==> config.mk <==
export PLATFORM = sky130hd
export DESIGN_NAME = updn_ctr_sequencer
export DESIGN_NICKNAME = d
export VERILOG_FILES = /design/src/rtl/updn_ctr_sequencer.sv
export SDC_FILE = /design/constraint.sdc
export NUM_CORES = 1
export LEC_CHECK = 0
export CAP_MARGIN = 10
export CORE_MARGIN = 4
export CORE_UTILIZATION = 58
export CTS_BUF_LIST = sky130_fd_sc_hd__clkbuf_4 sky130_fd_sc_hd__clkbuf_8
export CTS_CLUSTER_DIAMETER = 60
export CTS_CLUSTER_SIZE = 30
export DETAILED_ROUTE_END_ITERATION = 16
export GPL_TIMING_DRIVEN = 0
export PLACE_DENSITY = 0.87
export REMOVE_ABC_BUFFERS = 1
export SKIP_CTS_REPAIR_TIMING = 1
export SLEW_MARGIN = 0
export SYNTH_ARGS = -nofsm -noshare
export SYNTH_HDL_FRONTEND = slang
export SYNTH_SLANG_ARGS = --single-unit
export TNS_END_PERCENT = 5
==> constraint.sdc <==
create_clock -name clk_i -period 2.9 [get_ports clk_i]
set_input_delay 0.29 -clock clk_i [delete_from_list [all_inputs] [get_ports clk_i]]
set_output_delay 0.29 -clock clk_i [all_outputs]
set_load 0.005 [all_outputs]
==> src/rtl/updn_ctr_sequencer.sv <==
// updn_ctr_sequencer: command-driven control front end for an up/down counter.
// Accepts one command at a time over valid/ready and turns it into a cycle-exact
// data/load/cen/up_dn sequence, watching the counter's terminal flag.
//
// Ports
//   clk_i         clock, rising edge
//   rst_ni        asynchronous active-low reset
//   cmd_valid_i   command present
//   cmd_ready_o   high only in idle; accept on cmd_valid_i && cmd_ready_o
//   cmd_op_i      00 LOAD, 01 RUN_UP, 10 RUN_DN, 11 RUN_TO_TERM
//   cmd_data_i    LOAD value / step count N / bit0 = direction (1 up)
//   ctr_tercnt_i  counter terminal flag
//   ctr_data_o    load value to counter
//   ctr_load_o    active-low synchronous load strobe
//   ctr_cen_o     counter enable (combinational in RUN_TO_TERM)
//   ctr_up_dn_o   1 = up, 0 = down
//   busy_o        high in any state other than idle
//   done_o        one-cycle pulse at command completion
//   wrap_cnt_o    saturating count of wraps in the last RUN_UP/RUN_DN
//   err_o         RUN_TO_TERM timed out; sticky until next accept
module updn_ctr_sequencer #(
  parameter int unsigned Width = 4,
  parameter int unsigned WrapW = 8
) (
  input  logic             clk_i,
  input  logic             rst_ni,
  input  logic             cmd_valid_i,
  output logic             cmd_ready_o,
  input  logic [1:0]       cmd_op_i,
  input  logic [Width-1:0] cmd_data_i,
  input  logic             ctr_tercnt_i,
  output logic [Width-1:0] ctr_data_o,
  output logic             ctr_load_o,
  output logic             ctr_cen_o,
  output logic             ctr_up_dn_o,
  output logic             busy_o,
  output logic             done_o,
  output logic [WrapW-1:0] wrap_cnt_o,
  output logic             err_o
);

  typedef enum logic [1:0] {StIdle, StLoad, StRun, StDone} state_e;
  typedef enum logic [1:0] {OpLoad, OpRunUp, OpRunDn, OpRunToTerm} op_e;

  // Guard limit is 2^Width: a full lap of the counter without seeing tercnt.
  localparam logic [Width:0]   GuardLimit = {1'b1, {Width{1'b0}}};
  localparam logic [Width-1:0] StepOne    = Width'(1);
  localparam logic [WrapW-1:0] WrapMax    = {WrapW{1'b1}};

  state_e           state_q, state_d;
  op_e              op_q, op_d;
  logic [Width-1:0] data_q, data_d;
  logic             up_dn_q, up_dn_d;
  logic [Width-1:0] step_q, step_d;
  logic [Width:0]   guard_q, guard_d;
  logic [WrapW-1:0] wrap_q, wrap_d;
  logic             err_q, err_d;

  // State register
  always_ff @(posedge clk_i or negedge rst_ni) begin
    if (!rst_ni) begin
      state_q <= StIdle;
      op_q    <= OpLoad;
      data_q  <= '0;
      up_dn_q <= 1'b1;
      step_q  <= '0;
      guard_q <= '0;
      wrap_q  <= '0;
      err_q   <= 1'b0;
    end else begin
      state_q <= state_d;
      op_q    <= op_d;
      data_q  <= data_d;
      up_dn_q <= up_dn_d;
      step_q  <= step_d;
      guard_q <= guard_d;
      wrap_q  <= wrap_d;
      err_q   <= err_d;
    end
  end

  // Next-state logic
  always_comb begin
    state_d = state_q;
    op_d    = op_q;
    data_d  = data_q;
    up_dn_d = up_dn_q;
    step_d  = step_q;
    guard_d = guard_q;
    wrap_d  = wrap_q;
    err_d   = err_q;
    unique case (state_q)
      StIdle: begin
        if (cmd_valid_i) begin
          op_d   = op_e'(cmd_op_i);
          wrap_d = '0;
          err_d  = 1'b0;
          unique case (op_e'(cmd_op_i))
            OpLoad: begin
              data_d  = cmd_data_i;
              state_d = StLoad;
            end
            OpRunUp, OpRunDn: begin
              up_dn_d = (cmd_op_i == OpRunUp);
              step_d  = cmd_data_i;
              state_d = (cmd_data_i == '0) ? StDone : StRun;
            end
            OpRunToTerm: begin
              up_dn_d = cmd_data_i[0];
              guard_d = '0;
              state_d = StRun;
            end
            default: ;
          endcase
        end
      end
      StLoad: state_d = StDone;
      StRun: begin
        if (op_q == OpRunToTerm) begin
          guard_d = guard_q + 1'b1;
          if (ctr_tercnt_i) begin
            state_d = StDone;
          end else if (guard_d == GuardLimit) begin
            err_d   = 1'b1;
            state_d = StDone;
          end
        end else begin
          step_d = step_q - 1'b1;
          // cen is always high here, so tercnt means the counter wraps this edge
          if (ctr_tercnt_i && (wrap_q != WrapMax)) wrap_d = wrap_q + 1'b1;
          if (step_q == StepOne) state_d = StDone;
        end
      end
      StDone: state_d = StIdle;
      default: state_d = StIdle;
    endcase
  end

  // Output decode
  always_comb begin
    cmd_ready_o = 1'b0;
    busy_o      = 1'b1;
    done_o      = 1'b0;
    ctr_load_o  = 1'b1;
    ctr_cen_o   = 1'b0;
    unique case (state_q)
      StIdle: begin
        cmd_ready_o = 1'b1;
        busy_o      = 1'b0;
      end
      StLoad: ctr_load_o = 1'b0;
      // Halting on tercnt within the same cycle keeps the counter from wrapping.
      StRun:  ctr_cen_o = (op_q == OpRunToTerm) ? !ctr_tercnt_i : 1'b1;
      StDone: done_o = 1'b1;
      default: ;
    endcase
  end

  assign ctr_data_o  = data_q;
  assign ctr_up_dn_o = up_dn_q;
  assign wrap_cnt_o  = wrap_q;
  assign err_o       = err_q;

endmodule

==> impl_metrics.tcl <==
set metrics [dict create \
    run_status "completed" \
    area_delta_synth_final_pct 22.7 \
    vias 1348 \
    clkTransAtPathRegs_ps 140 \
    port_buffers 28 \
    place_congestion 0.824 \
    critical_path_required_ps 2610 \
    std_cell_rows 18 \
    worst_r2r_path_depth 7 \
    worstSetupPathType "reg -> out" \
    timing.max_cap.violations 0 \
    cellPowerDensity_nw_per_um2 934 \
    rsz_0062_raised_after_global_routing "false" \
    diodes 0 \
    grt.overflow.total 0 \
    share_of_the_clock_period_used_by_the_worst_path 0.898 \
    synthesis.area_um2 1570 \
    timing.slew.headroom 0.612 \
    highest_ir_drop_seen_on_vdd_uv 670 \
    final_max_slew_viol_count 0 \
    drt.antenna.violating_nets 0 \
    post_dp_hpwl_um 2570 \
    worst_r2r_startpoint "state_q[0]" \
    clock_sink_count 27 \
    max-clock-path-buffers 2 \
    total_power_uw 1800 \
    timing_worst_slew_pin_value_ps 583 \
    worst_hold_path_class "in -> async" \
    ys.warnings.count 0 \
    cts_tree "done" \
    wl_per_cell_um 14.7 \
    post_synthesis_cells 172 \
    hold_viol 0 \
    p_leak_uw 0.000809 \
    critical_path.max_fanout 19 \
    cp.arrival_ps 2310 \
    post_layout_minimum_cycle_time_ps 2600 \
    drt_drc_violations_left 0 \
    core-area_um2 2520 \
    antenna_found_initial 0 \
    postRouteWirelength_um 3390 \
    top_level_ports 29 \
    numCtsBuffers 3 \
    post_synth_num_cell_types 37 \
    global_route.usage.total 0.209 \
    routed_via_density 5.86 \
    final_layout_size_suffix_gt1_frac 0.0650 \
    num-nets-final 223 \
    finish_stage_setup_viols 0 \
    grt_pass1_wl_um 5800 \
    vias_in_the_first_global_route 1317 \
    final.setup.tns_ps 0 \
    die_w_um 60.0 \
    max_clock_freq_mhz 384 \
    worst_r2r_endpoint "wrap_cnt_o[3]" \
    syn-mean-instance-area_um2 9.11 \
    clock_tree.root_cell "sky130_fd_sc_hd__clkbuf_4" \
    detailedRoute.firstPassIterationCount 4 \
    critPathLaunchType "flip-flop" \
    worst_setup_path_end_kind "output port" \
    ys_seq_area_frac 0.432 \
    drt_iter0_drc 42 \
    die_h_um 60.0 \
    ys_ff_latch 27 \
    htreeDepth 1 \
    clock_skew_ps 1.62 \
    grt_start_max_net_pins 28 \
    regToRegSetupSlack_ps 570 \
    clock_latency_on_the_worst_skew_pair_ps 320 \
    floorplan.initialDensity 0.622 \
    die_area_um2 3600 \
]
layer usage:
metal	track usage	part of all wire	up-vias
li1	-	-	665
met1	0.252	0.44	647
met2	0.383	0.51	31
met3	0.0302	0.040	5
met4	0.0538	0.0080	0
met5	0	0	-
state kept, by name, indices dropped and copies added, names as in the netlist:
signal and flops:
err_o 1, step_q 4, guard_q 5, op_q 2, ctr_data_o 4, state_q 2, wrap_cnt_o 8, ctr_up_dn_o 1
cell usage after synthesis (all sizes together):
master | number | area share
nand2 | 27 | 0.065
dfrtp | 26 | 0.42
o21ai | 15 | 0.048
a21oi | 14 | 0.045
ha | 12 | 0.096
nor2 | 12 | 0.029
inv | 9 | 0.022
mux2 | 7 | 0.050
nand3 | 7 | 0.022
nor3 | 5 | 0.016
buf | 3 | 0.0088
mux2i | 3 | 0.019
or3 | 3 | 0.012
a211o | 2 | 0.011
a21boi | 2 | 0.0096
a22o | 2 | 0.011
a31oi | 2 | 0.0080
clkbuf | 2 | 0.0048
nand2b | 2 | 0.0080
nand3b | 2 | 0.0096
o211ai | 2 | 0.0096
o22ai | 2 | 0.0080
a21bo | 1 | 0.0064
a21o | 1 | 0.0048
a311oi | 1 | 0.0096
dfstp | 1 | 0.017
nand4b | 1 | 0.0056
nor2b | 1 | 0.0040
nor4 | 1 | 0.0040
o311ai | 1 | 0.0056
o41a | 1 | 0.0072
o41ai | 1 | 0.0056
or2 | 1 | 0.0040
how the worst max path moves through the flow:
stage	to	slack (ps)	startpoint
final	ctr_cen_o	300	state_q[0]
after global routing	ctr_cen_o	140	state_q[0]
after CTS	ctr_cen_o	-10	state_q[0]
after detailed placement	wrap_cnt_o[5]	360	state_q[0]
after global placement	ctr_cen_o	430	state_q[0]
after floorplan	wrap_cnt_o[5]	750	state_q[0]
cells by family (layout without fill, tap and decap cells):
kind of cell	Yosys count	in the layout	synth area share
flip-flops	27	27	0.432
AO/OA/AOI/OAI	47	47	0.189
buffers and inverters	14	42	0.0351
multiplexers	10	10	0.0694
AND/OR/NAND/NOR	62	62	0.179
adder cells (fa/ha/maj)	12	12	0.0958
power breakdown:
group	total, uW	leakage, uW	switching [uW]	internal (uW)
Clock	171	0.0000184	108	63.2
Sequential	683	0.000346	154	529
Combinational	944	0.000445	493	452
Total	1800	0.000809	755	1040
through the flow:
stage	setup WS, ps	util	area (um^2)	std cells	hold slack [ps]
2_1_floorplan	751	-	1550	167	-5.59
3_3_place_gp	430	0.739	1860	225	492
3_5_place_dp	365	0.739	1860	225	497
4_1_cts	-10.3	0.751	1890	229	535
5_1_grt	137	0.763	1920	230	238
6_report	295	0.763	1920	230	243
worst max-delay path, stage by stage (launching register included):
cell and delay (ps):
sky130_fd_sc_hd__dfrtp_1 440, sky130_fd_sc_hd__inv_1 100, sky130_fd_sc_hd__ha_2 410, sky130_fd_sc_hd__inv_1 270, sky130_fd_sc_hd__a31oi_1 240, sky130_fd_sc_hd__clkdlybuf4s50_1 530
area by class of cell:
class / instances / area (um^2)
clock buffers: 4 / 30.0
fillers: 195 / 598
inverters: 9 / 33.8
multi-input cells: 131 / 838
flip-flops and latches: 27 / 677
well taps: 30 / 37.5
repair buffers: 29 / 308
placed cells by master, fill, tap and decap left out, types with 3 or more instances in the layout:
| cell type | netlist | final |
|---|---|---|
| sky130_fd_sc_hd__mux2_2 | 5 | 5 |
| sky130_fd_sc_hd__nor3_1 | 5 | 5 |
| sky130_fd_sc_hd__nand2_1 | 27 | 27 |
| sky130_fd_sc_hd__dfrtp_1 | 26 | 26 |
| sky130_fd_sc_hd__or3_1 | 3 | 3 |
| sky130_fd_sc_hd__nor2_1 | 12 | 12 |
| sky130_fd_sc_hd__ha_1 | 12 | 11 |
| sky130_fd_sc_hd__clkdlybuf4s50_1 | 0 | 28 |
| sky130_fd_sc_hd__a21oi_1 | 14 | 14 |
| sky130_fd_sc_hd__nand3_1 | 7 | 7 |
| sky130_fd_sc_hd__clkbuf_4 | 0 | 4 |
| sky130_fd_sc_hd__mux2i_1 | 3 | 3 |
| sky130_fd_sc_hd__o21ai_0 | 6 | 6 |
| sky130_fd_sc_hd__o21ai_1 | 9 | 9 |
| sky130_fd_sc_hd__inv_1 | 9 | 9 |
(Power assumes the default switching activity.)
